==> config.mk <==
export PLATFORM = sky130hd
export DESIGN_NAME = riscv_v_swizzle_seq
export DESIGN_NICKNAME = d
export VERILOG_FILES = /design/src/rtl/riscv_v_swizzle_seq.sv
export SDC_FILE = /design/constraint.sdc
export NUM_CORES = 1
export LEC_CHECK = 0
export CAP_MARGIN = 20
export CORE_AREA = 2 2 213 215
export DETAILED_ROUTE_END_ITERATION = 8
export DIE_AREA = 0 0 215 217
export GPL_TIMING_DRIVEN = 1
export SYNTH_ARGS = -nofsm -noshare
export SYNTH_HDL_FRONTEND = slang
export SYNTH_SLANG_ARGS = --single-unit
==> constraint.sdc <==
create_clock -name clk -period 20.6 [get_ports clk]
set_input_delay 4.12 -clock clk [delete_from_list [all_inputs] [get_ports clk]]
set_output_delay 4.12 -clock clk [all_outputs]
set_load 0.03 [all_outputs]
==> src/rtl/riscv_v_swizzle_seq.sv <==
// Sequencer around the combinational vector swizzle: reads a register group from one
// VRF read port (reverse register order when inverting), captures swizzle results in a
// 2-entry FIFO and drives VRF writebacks with valid/ready.
module riscv_v_swizzle_seq #(
  parameter int DATA_WIDTH = 128,
  parameter int NUM_OSIZES = 5,
  parameter int VREG_AW    = 5
) (
  input  logic                  clk,
  input  logic                  rst_n,
  input  logic                  req_valid,
  output logic                  req_ready,
  input  logic [VREG_AW-1:0]    req_vs,
  input  logic [VREG_AW-1:0]    req_vd,
  input  logic [1:0]            req_lmul_log2,
  input  logic [2:0]            req_osize,
  input  logic                  req_invert,
  output logic                  vrf_rd_en,
  output logic [VREG_AW-1:0]    vrf_rd_addr,
  input  logic [DATA_WIDTH-1:0] vrf_rd_data,
  output logic [DATA_WIDTH-1:0] sw_src_data,
  output logic                  sw_invert,
  output logic [NUM_OSIZES-1:0] sw_osize_vec,
  input  logic [DATA_WIDTH-1:0] sw_result,
  output logic                  wb_valid,
  input  logic                  wb_ready,
  output logic [VREG_AW-1:0]    wb_addr,
  output logic [DATA_WIDTH-1:0] wb_data,
  output logic                  done,
  output logic                  err
);

  typedef enum logic [1:0] {
    ST_IDLE = 2'd0,
    ST_RUN  = 2'd1,
    ST_ERR  = 2'd2
  } state_e;

  state_e                state_q, state_d;
  logic [VREG_AW-1:0]    vs_q, vs_d, vd_q, vd_d;
  logic [1:0]            lmul_q, lmul_d;
  logic [2:0]            osize_q, osize_d;
  logic                  invert_q, invert_d;
  logic [3:0]            rd_cnt_q, rd_cnt_d;
  logic [3:0]            wr_cnt_q, wr_cnt_d;
  logic [3:0]            wb_cnt_q, wb_cnt_d;
  logic                  inflight_q, inflight_d;
  logic [1:0]            occ_q, occ_d;
  logic                  head_q, head_d, tail_q, tail_d;
  logic                  done_q, done_d, err_q, err_d;
  logic [VREG_AW-1:0]    fifo_addr_q [2];
  logic [DATA_WIDTH-1:0] fifo_data_q [2];

  logic [3:0]            grp_n_s;
  logic                  accept_s, legal_s, pop_s, push_s, rd_en_s, last_pop_s;
  logic [2:0]            level_s;
  logic [3:0]            rd_off_s;

  // Handshake, flow-control and read-offset decode
  always_comb begin
    grp_n_s    = 4'd1 << lmul_q;
    accept_s   = req_valid && (state_q == ST_IDLE);
    legal_s    = (req_osize <= 3'd4);
    pop_s      = (occ_q != 2'd0) && wb_ready;
    push_s     = inflight_q;
    // Occupancy the FIFO will have once the in-flight read lands and this cycle's pop retires
    level_s    = {1'b0, occ_q} + {2'b00, inflight_q} - {2'b00, pop_s};
    rd_en_s    = (state_q == ST_RUN) && (rd_cnt_q < grp_n_s) && (level_s < 3'd2);
    last_pop_s = (state_q == ST_RUN) && pop_s && (wb_cnt_q == (grp_n_s - 4'd1));
    if (invert_q) begin
      rd_off_s = grp_n_s - 4'd1 - rd_cnt_q;
    end else begin
      rd_off_s = rd_cnt_q;
    end
  end

  // Next-state logic of the request FSM
  always_comb begin
    state_d = state_q;
    case (state_q)
      ST_IDLE: begin
        if (accept_s) begin
          state_d = legal_s ? ST_RUN : ST_ERR;
        end else begin
          state_d = ST_IDLE;
        end
      end
      ST_RUN: begin
        if (last_pop_s) begin
          state_d = ST_IDLE;
        end else begin
          state_d = ST_RUN;
        end
      end
      ST_ERR:  state_d = ST_IDLE;
      default: state_d = ST_IDLE;
    endcase
  end

  // Next-state logic of request fields, counters and FIFO pointers
  always_comb begin
    vs_d       = vs_q;
    vd_d       = vd_q;
    lmul_d     = lmul_q;
    osize_d    = osize_q;
    invert_d   = invert_q;
    rd_cnt_d   = rd_cnt_q;
    wr_cnt_d   = wr_cnt_q;
    wb_cnt_d   = wb_cnt_q;
    inflight_d = rd_en_s;
    occ_d      = occ_q + {1'b0, push_s} - {1'b0, pop_s};
    head_d     = pop_s ? ~head_q : head_q;
    tail_d     = push_s ? ~tail_q : tail_q;
    done_d     = last_pop_s || (accept_s && !legal_s);
    err_d      = accept_s && !legal_s;
    if (accept_s) begin
      vs_d     = req_vs;
      vd_d     = req_vd;
      lmul_d   = req_lmul_log2;
      osize_d  = req_osize;
      invert_d = req_invert;
      rd_cnt_d = 4'd0;
      wr_cnt_d = 4'd0;
      wb_cnt_d = 4'd0;
    end else begin
      rd_cnt_d = rd_en_s ? (rd_cnt_q + 4'd1) : rd_cnt_q;
      wr_cnt_d = push_s ? (wr_cnt_q + 4'd1) : wr_cnt_q;
      wb_cnt_d = pop_s ? (wb_cnt_q + 4'd1) : wb_cnt_q;
    end
  end

  // Control and request registers
  always_ff @(posedge clk) begin
    if (!rst_n) begin
      state_q    <= ST_IDLE;
      vs_q       <= {VREG_AW{1'b0}};
      vd_q       <= {VREG_AW{1'b0}};
      lmul_q     <= 2'd0;
      osize_q    <= 3'd0;
      invert_q   <= 1'b0;
      rd_cnt_q   <= 4'd0;
      wr_cnt_q   <= 4'd0;
      wb_cnt_q   <= 4'd0;
      inflight_q <= 1'b0;
      occ_q      <= 2'd0;
      head_q     <= 1'b0;
      tail_q     <= 1'b0;
      done_q     <= 1'b0;
      err_q      <= 1'b0;
    end else begin
      state_q    <= state_d;
      vs_q       <= vs_d;
      vd_q       <= vd_d;
      lmul_q     <= lmul_d;
      osize_q    <= osize_d;
      invert_q   <= invert_d;
      rd_cnt_q   <= rd_cnt_d;
      wr_cnt_q   <= wr_cnt_d;
      wb_cnt_q   <= wb_cnt_d;
      inflight_q <= inflight_d;
      occ_q      <= occ_d;
      head_q     <= head_d;
      tail_q     <= tail_d;
      done_q     <= done_d;
      err_q      <= err_d;
    end
  end

  // Writeback FIFO storage: swizzle result lands in the cycle after the read strobe
  always_ff @(posedge clk) begin
    if (!rst_n) begin
      fifo_addr_q[0] <= {VREG_AW{1'b0}};
      fifo_addr_q[1] <= {VREG_AW{1'b0}};
      fifo_data_q[0] <= {DATA_WIDTH{1'b0}};
      fifo_data_q[1] <= {DATA_WIDTH{1'b0}};
    end else if (push_s) begin
      fifo_addr_q[tail_q] <= vd_q + VREG_AW'(wr_cnt_q);
      fifo_data_q[tail_q] <= sw_result;
    end else begin
      fifo_addr_q[tail_q] <= fifo_addr_q[tail_q];
      fifo_data_q[tail_q] <= fifo_data_q[tail_q];
    end
  end

  // Output drive; everything idles at zero outside an active request
  always_comb begin
    req_ready   = (state_q == ST_IDLE);
    vrf_rd_en   = rd_en_s;
    vrf_rd_addr = rd_en_s ? (vs_q + VREG_AW'(rd_off_s)) : {VREG_AW{1'b0}};
    sw_src_data = inflight_q ? vrf_rd_data : {DATA_WIDTH{1'b0}};
    sw_invert   = (state_q != ST_IDLE) && invert_q;
    for (int i = 0; i < NUM_OSIZES; i++) begin
      sw_osize_vec[i] = (state_q != ST_IDLE) && (osize_q == 3'(i));
    end
    wb_valid = (occ_q != 2'd0);
    wb_addr  = wb_valid ? fifo_addr_q[head_q] : {VREG_AW{1'b0}};
    wb_data  = wb_valid ? fifo_data_q[head_q] : {DATA_WIDTH{1'b0}};
    done     = done_q;
    err      = err_q;
  end

endmodule
==> reports/results.txt, run 1 <==
The flow ran to the end, and the final reports show no timing, DRC or antenna violations. For this design the static power due to leakage is 7.91 nW. The HPWL after detailed placement is 29600 um.

The worst hold path belongs to the class flip-flop to flip-flop. Counting along the longest clock path gives a buffer depth of 3. The number of rows in the core area is 78, and the count of unique library cells instantiated by Yosys is 37.

Yosys printed 0 warnings. The logs give 0.00147 W for the cell internal power dissipation and 4126 for the count of filler cells inserted in the layout. The share of the clock period used by the worst path after layout was 0.564. Most heavily used metal layer in global routing: met2. The logs give 0.0447 mm^2 for the placeable core region and 304 for the sink count of the clock tree. For this run, the detailed router's first-pass iteration total came to 5. Along the worst path, the maximum fanout reaches 7. The average wire per cell in the routed design was 18.0 um; the detailed-route via count was 10950.

The multi-input combinational cells in the finished layout cover a total of 0.00564 mm^2. The fraction of layout instances using a drive strength above 1 is 0.0425, and the minimum clock period after layout is 11610 ps. For the clock latency at the later pin of the worst-skew pair, the log shows 520 ps.

The die width works out to 215 um. The count of nets left with antenna violations once routing finished came out at 0. 553 I/O pins were placed.

The number of buffers created by CTS was 35; the number of nets at the end of the flow was 2084. The logs give 0.304 for the met2 usage in global routing and 570 for the number of violations reported at the end of detailed-routing iteration 0. The critical path goes through clkdlybuf4s50_1, o21ai_0, inv_1, ha_1, inv_1, ha_1, fa_1, nor4_1, buf_4, nand2_1, nor3_1, clkdlybuf4s50_1. Synthesis produced 1261 cells.

IR analysis of the VDD net gives a maximum drop of 0.0739 mV. The initial antenna violation count was 4; the met1 track demand over resource in global routing was 0.218. The congestion estimate from routability-driven global placement came to 0.847. The run gives 138 as the pin count of the biggest net entering global routing. The final cell area excluding filler cells came out at 0.0220 mm^2.

TritonCTS built the clock tree. The tools report the post-route DRC violation count as 0. The area added between synthesis and finish was 49.3%.

For the final routed database, the setup TNS stands at 0 ps. In this run the clock root is driven by a sky130_fd_sc_hd__clkbuf_16. The met3 capacity usage during global routing was 0.0509.

Setup repair after global routing left no endpoint under its margin. The total routing usage reported by global routing is 0.180. The tools report the placement-stage cell area as 0.0209 mm^2. The number of setup buffers added after CTS is 0. The startpoint kind of the worst setup timing path is a primary input.

The maximum level of the CTS H-tree came out at 2. At the pin with the least slew margin, the transition time is 1150 ps. The run gives 0.330 as the starting density of the core. The category of the most critical setup path was primary input to primary output. Setup violations remaining at the end of the flow were counted as 0. The compound-cell area share of the yosys netlist was 0.0200; the worst endpoint data arrival time was 7490 ps. The xor-xnor portion of the synthesized cell area was 0.00891.

The largest single stage delay on the critical path is 710 ps. The total overflow left after global routing is 0. Via count of the first global-routing pass: 11226. By area, the combinational part of the netlist is dominated by simple AND/OR/NAND/NOR gates. The worst-case headroom to the max-slew limit came out at 0.235. The tools report the maximum clock rate as 86.1 MHz. In this run the power density over the cells is 104 mW/mm^2. The switching fraction of total power works out to 0.360. Post-synthesis simple-gate area fraction: 0.238.

STA puts the critical path data required time at 16480 ps. Averaged over all synthesized cells, the footprint is 11.7 um^2. The worst hold slack after final layout is 469 ps, and the mean number of vias per cell is 4.54. The sequential-to-total area share from yosys stat was 0.594; the die footprint was 0.0467 mm^2. The die is 217 um tall. The max-slew violation count is 0, and the clock edge transition at the registers on the reported setup and hold paths is 50 ps. The master of the slowest instance on the critical path is sky130_fd_sc_hd__clkdlybuf4s50_1. Fraction of power consumed by combinational cells: 0.403. During placement, the flow inserted port buffers numbering 552. STA classifies the critical path endpoint as a primary output. The clock share of power was 0.271; the final count of hold timing violations was 0. The worst setup skew after layout is 10.4 ps, and the storage element area is 0.00875 mm^2. The first global-routing pass estimated 65300 um of wire. The adder and majority gate portion of the synthesized area came out at 0.0224. After detailed routing, the total wire length is 43300 um.

The area of the mapped netlist is 0.0147 mm^2. The share of power burned in registers was 0.327; the post-cts sizing count was 0. The logs give 1561 for the net count of the mapped netlist and 0 for the number of max-cap violations.

The tools report the net switching component of the power as 0.000824 W. The post-synthesis register bit count is 304, and the proportion of synthesized area in mux cells is 0.0910. Hold buffer count at cts: 0.
worst max-delay path, delay by kind of cell:
kind,cells,cell delay (ps)
AO/OA/AOI/OAI,1,190
buffers and inverters,5,1530
adder cells (fa/ha/maj),3,970
AND/OR/NAND/NOR,3,680
final timing paths:
path	depth (start not counted)	end	slack, ps	startpoint
hold reg to reg	2	vs_q[3]	470	vs_q[3]
setup / recovery	12	vrf_rd_addr[4]	8990	wb_ready
setup reg to reg	9	rd_cnt_q[3]	17380	occ_q[1]
hold / removal	2	vs_q[3]	470	vs_q[3]
power groups by stage:
stage               sequential [W]  clock (W)  combinational [W]
finish                    0.000749   0.000620           0.000922
global route              0.000755   0.000659           0.000981
CTS                       0.000749   0.000639           0.000941
detailed placement        0.000762          0           0.000937
global placement          0.000760          0           0.000937
floorplan                 0.000763          0           0.000547
registers in the layout, indices dropped and copies added, names as in the netlist, named ones only:
signal,flops
done,1
err,1
fifo_addr_q,10
fifo_data_q,256
head_q,1
inflight_q,1
invert_q,1
lmul_q,2
occ_q,2
osize_q,3
rd_cnt_q,4
state_q,2
tail_q,1
vd_q,5
vs_q,5
wb_cnt_q,4
wr_cnt_q,4
Yosys cell counts:
cell | instances | area [um^2]
sky130_fd_sc_hd__a21boi_0 | 17 | 128
sky130_fd_sc_hd__a21o_1 | 3 | 22.5
sky130_fd_sc_hd__a21oi_1 | 10 | 50.1
sky130_fd_sc_hd__a31o_2 | 1 | 8.76
sky130_fd_sc_hd__and2_1 | 393 | 2460
sky130_fd_sc_hd__and3_1 | 3 | 18.8
sky130_fd_sc_hd__buf_1 | 3 | 11.3
sky130_fd_sc_hd__buf_2 | 9 | 45.0
sky130_fd_sc_hd__clkbuf_1 | 68 | 255
sky130_fd_sc_hd__dfxtp_1 | 38 | 761
sky130_fd_sc_hd__edfxtp_1 | 266 | 7990
sky130_fd_sc_hd__fa_1 | 4 | 80.1
sky130_fd_sc_hd__ha_1 | 20 | 250
sky130_fd_sc_hd__inv_1 | 21 | 78.8
sky130_fd_sc_hd__mux2i_1 | 134 | 1340
sky130_fd_sc_hd__nand2_1 | 43 | 161
sky130_fd_sc_hd__nand2b_1 | 5 | 31.3
sky130_fd_sc_hd__nand3_1 | 6 | 30.0
sky130_fd_sc_hd__nand3b_1 | 1 | 7.51
sky130_fd_sc_hd__nand4_1 | 4 | 25.0
sky130_fd_sc_hd__nand4b_1 | 1 | 8.76
sky130_fd_sc_hd__nor2_1 | 157 | 589
sky130_fd_sc_hd__nor2b_1 | 7 | 43.8
sky130_fd_sc_hd__nor3_1 | 4 | 20.0
sky130_fd_sc_hd__nor3b_1 | 2 | 15.0
sky130_fd_sc_hd__nor4_1 | 2 | 12.5
sky130_fd_sc_hd__nor4b_1 | 3 | 26.3
sky130_fd_sc_hd__nor4bb_1 | 2 | 20.0
sky130_fd_sc_hd__o21a_1 | 1 | 7.51
sky130_fd_sc_hd__o21ai_0 | 11 | 55.1
sky130_fd_sc_hd__o31a_1 | 1 | 8.76
sky130_fd_sc_hd__o31ai_1 | 2 | 15.0
sky130_fd_sc_hd__or2_2 | 1 | 6.26
sky130_fd_sc_hd__or4_1 | 2 | 15.0
sky130_fd_sc_hd__or4_4 | 1 | 11.3
sky130_fd_sc_hd__xnor2_1 | 6 | 52.6
sky130_fd_sc_hd__xor2_1 | 9 | 78.8
final cells by class:
cell class | count | area share
inverter | 21 | 0.00358
clock buffer | 46 | 0.0454
multi-input combinational | 856 | 0.256
antenna | 1 | 0.000114
timing repair buffer | 566 | 0.256
clock inverter | 17 | 0.00711
sequential | 304 | 0.398
tap | 600 | 0.0341
metrics by stage:
| stage | utilization | setup WS [ps] | total power, W | std cells |
|---|---|---|---|---|
| finish | 0.492 | 8990 | 0.00229 | 2411 |
| CTS | 0.492 | 8990 | 0.00233 | 2410 |
| detailed placement | 0.466 | 9010 | 0.00170 | 2347 |
| global route | 0.492 | 8710 | 0.00240 | 2411 |
| floorplan | - | 9520 | 0.00131 | 1261 |
| global placement | 0.466 | 9000 | 0.00170 | 2347 |
layout by cell type (no fill, tap or decap), drive strengths merged, types with 13 or more instances in the layout:
master / netlist / layout
dfxtp: 38 / 38
and2: 393 / 393
nand2: 43 / 43
ha: 20 / 20
inv: 21 / 21
mux2i: 134 / 134
a21boi: 17 / 17
edfxtp: 266 / 266
nor2: 157 / 157
clkdlybuf4s50: 0 / 552
clkbuf: 68 / 46
buf: 12 / 14
clkinv: 0 / 13
metal layers:
layer / vias to the layer above / routed length [um]
li1: 5312 / -
met1: 5189 / 17700
met2: 358 / 21000
met3: 85 / 2940
met4: 6 / 1590
met5: - / 35
cells by family after synthesis:
family | Yosys count
fa+ha+maj | 24
simple gates | 637
compound gates | 46
flops | 304
buf+inv | 101
mux | 134
xor+xnor | 15
No activity file was read; power rests on OpenSTA's default activity.
==> run 2, diff against run 1 <==
CORE_AREA = 2 2 217 219   (was 2 2 213 215)
DIE_AREA = 0 0 219 221   (was 0 0 215 217)
clock period = 10.6 ns   (was 20.6 ns; I/O delays follow)
==> reports/results.txt, run 2 (same netlist as run 1, synthesis figures left out) <==
The residual antenna-violating net count after detailed routing is 0 (unchanged), and the final count of hold timing violations is 0 (unchanged). The peak ir drop on the vdd network was 0.189 mV (was 0.0739 mV); the number of logic stages on the critical path including buffering was 11 (was 12). Ordered list of cells on the worst path: clkdlybuf4s50_1, o21ai_0, inv_1, ha_1, inv_1, ha_1, fa_1, nor4_1, nand2_1, nor3_1, clkdlybuf4s50_1 (was clkdlybuf4s50_1, o21ai_0, inv_1, ha_1, inv_1, ha_1, fa_1, nor4_1, buf_4, nand2_1, nor3_1, clkdlybuf4s50_1). The placeable core region is 0.0461 mm^2 (was 0.0447 mm^2). The clock latency at the later pin of the worst-skew pair came out at 540 ps (was 520 ps). Worst-case headroom to the max-slew limit: 0.284 (was 0.235). The maximum level of the CTS H-tree was 2 (unchanged); the number of buffers created by CTS was 37 (was 35). The run gives 553 (unchanged) as the count of pins on the block boundary.

The fraction of layout instances using a drive strength above 1 was 0.0381 (was 0.0425); the minimum clock period after layout was 8230 ps. The count of placed standard cells in the final layout, fillers left out was 2422 (was 2411). The worst min-delay path class was flip-flop to flip-flop (unchanged). Setup slack of the critical path after layout: 2370 ps (was 8990 ps). The standby leakage power was 7.86 nW (was 7.91 nW). The total routing usage reported by global routing was 0.196 (was 0.180); the final cell area excluding filler cells was 0.0220 mm^2 (about the same).

The worst-margin pin slew was 1070 ps (was 1150 ps); the hold buffer count at cts was 0 (unchanged). The via count of the first global-routing pass is 11457 (was 11226). The run gives 71100 um (was 65300 um) as the global-route wire length before repair.

Startpoint kind of the worst setup timing path: a primary input (unchanged). The largest driver fanout on the critical path came out at 7 (unchanged). The kind of end point of the critical path was a primary output (unchanged). Number of buffers added on ports: 552 (unchanged).

The number of violations reported at the end of detailed-routing iteration 0 was 541 (was 570); the die width was 219 um (was 215 um). Endpoint of the most critical register-to-register path: fifo_data_q[1][110] (was rd_cnt_q[3]). The logs give 2084 (unchanged) for the number of nets at the end of the flow and 79 (was 78) for the number of rows in the core area. The count of placed standard cells including taps is 2352 (was 2347).

The multi-input combinational cell area was 0.00564 mm^2 (unchanged); the cell area power density was 202 mW/mm^2 (was 104 mW/mm^2). The post-cts sizing count was 0 (unchanged); the worst path buffer plus inverter count was 4 (was 5). The number of cells on the worst reg-to-reg path works out to 4 (was 9). The worst flop-to-flop path startpoint is inflight_q (was occ_q[1]).

The max-slew violation count came out at 0 (unchanged). Final-report setup violation count: 0 (unchanged). The run gives 0.320 (was 0.330) as the starting density of the core. The met1 track demand over resource in global routing is 0.218 (about the same), and the average wire per cell in the routed design is 19.9 um (was 18.0 um). The met3 capacity usage during global routing is 0.0740 (was 0.0509). Most frequent cells in the layout: sky130_fd_sc_hd__clkdlybuf4s50_1, sky130_fd_sc_hd__and2_1, sky130_fd_sc_hd__edfxtp_1 (unchanged).

Critical path's top delay family: simple AND/OR/NAND/NOR gates (was buffers and inverters). The tools report the pin count of the biggest net entering global routing as 138 (unchanged). The placement-stage cell area was 0.0208 mm^2 (was 0.0209 mm^2); the clock edge transition at the registers on the reported setup and hold paths was 60 ps (was 50 ps). The flow ran to the end, and the final reports show no timing, DRC or antenna violations. For the die footprint, the log shows 0.0484 mm^2 (was 0.0467 mm^2). Category of the most critical setup path: primary input to primary output (unchanged).

The logs give 122 MHz for the maximum clock rate and 0 (unchanged) for the post-route DRC violation count. The number of max-cap violations is 0 (unchanged), and the share of the clock period used by the worst path after layout is 0.776. For the storage element area, the log shows 0.00876 mm^2 (was 0.00875 mm^2). The clock tree root buffer cell was sky130_fd_sc_hd__clkbuf_16 (unchanged). The leading cell type in the layout, fill and taps excluded is sky130_fd_sc_hd__clkdlybuf4s50_1 (unchanged).

The worst setup skew after layout is 20.5 ps (was 10.4 ps). The setup fix buffers added after clock tree synthesis was 0 (unchanged); the routability-driven placement congestion ratio was 0.861 (was 0.847). The first-pass iteration count of the detailed router was 4 (was 5); the total wire length after detailed routing was 48200 um (was 43300 um). The slack of the worst reg-to-reg path came out at 6850 ps (was 17380 ps).

The longest individual stage delay on the worst path works out to 860 ps (was 710 ps). The total power after layout is 0.00443 W (was 0.00229 W), and the worst setup slack after placement is 2330 ps (was 9010 ps). For the count of filler cells inserted in the layout, the log shows 4349 (was 4126).

The met2 usage in global routing was 0.337 (was 0.304); the worst endpoint data arrival time was 6110 ps (was 7490 ps). The master of the slowest instance on the critical path was sky130_fd_sc_hd__nor4_1 (was sky130_fd_sc_hd__clkdlybuf4s50_1). TritonCTS built the clock tree. The area added between synthesis and finish came out at 49.0% (was 49.3%).

Largest registers ranked by flip-flop count: fifo_data_q x256, fifo_addr_q x10 (unchanged). The number of flip-flops in the largest register was 256 (unchanged). The end point of the critical path was vrf_rd_addr[2] (was vrf_rd_addr[4]). The detailed-route via count is 11091 (was 10950), and the maximum clock path buffer count is 3 (unchanged). The floorplan die height works out to 221 um (was 217 um). The run gives 0 (unchanged) as the overflow left after global routing.

Register bank with the most flops: fifo_data_q (unchanged). The tools report the estimated wirelength of the detail-placed design as 33100 um (was 29600 um). The sink count of the clock tree came out at 304 (unchanged). Setup repair after global routing left no endpoint under its margin.

The most heavily used metal layer in global routing was met2 (unchanged). Mean number of vias per cell: 4.58 (was 4.54). The initial antenna violation count came out at 7 (was 4). The timing startpoint of the critical path is wb_ready (unchanged). The run gives 8480 ps (was 16480 ps) as the data required time at the worst endpoint. The accumulated negative setup slack is 0 ps (unchanged).
[run 2: final cells by class]
| type | instances | area share |
|---|---|---|
| multi-input cells | 856 | 0.257 |
| well taps | 607 | 0.0346 |
| repair buffers | 564 | 0.256 |
| flip-flops and latches | 304 | 0.399 |
| diodes | 5 | 0.000570 |
| clock inverters | 24 | 0.00735 |
| clock buffers | 41 | 0.0428 |
| inverters | 21 | 0.00359 |
[run 2: routing by layer]
| layer | up-vias | part of all wire |
|---|---|---|
| li1 | 5316 | - |
| met1 | 5332 | 0.37 |
| met2 | 358 | 0.50 |
| met3 | 81 | 0.087 |
| met4 | 4 | 0.035 |
| met5 | - | 0.00052 |
[run 2: report_power, final]
group | switching (W) | internal (W) | total, W
sequential | 0.0000581 | 0.00141 | 0.00147
combinational | 0.00108 | 0.000702 | 0.00179
clock | 0.000491 | 0.000685 | 0.00118
[run 2: worst min path at each step]
stage            start  endpoint  slack [ps]  cells past startpoint
2_1_floorplan  vd_q[0]   vd_q[0]         450                      2
3_3_place_gp   vs_q[4]   vs_q[4]         470                      2
3_5_place_dp   vs_q[0]   vs_q[0]         470                      2
4_1_cts        vs_q[0]   vs_q[0]         480                      2
5_1_grt        vd_q[0]   vd_q[0]         490                      2
6_report       vs_q[0]   vs_q[0]         470                      2
[run 2: through the flow]
stage | util | hold slack (ps)
floorplan | - | 448
global placement | 0.453 | 465
detailed placement | 0.453 | 468
CTS | 0.477 | 476
global route | 0.477 | 492
finish | 0.477 | 470
[run 2: worst reg2reg max path, stage by stage (launching register included)]
cell                      delay [ps]
sky130_fd_sc_hd__dfxtp_4         340
sky130_fd_sc_hd__buf_4           760
sky130_fd_sc_hd__nand3_1         460
sky130_fd_sc_hd__nand2_4         770
sky130_fd_sc_hd__buf_4           950
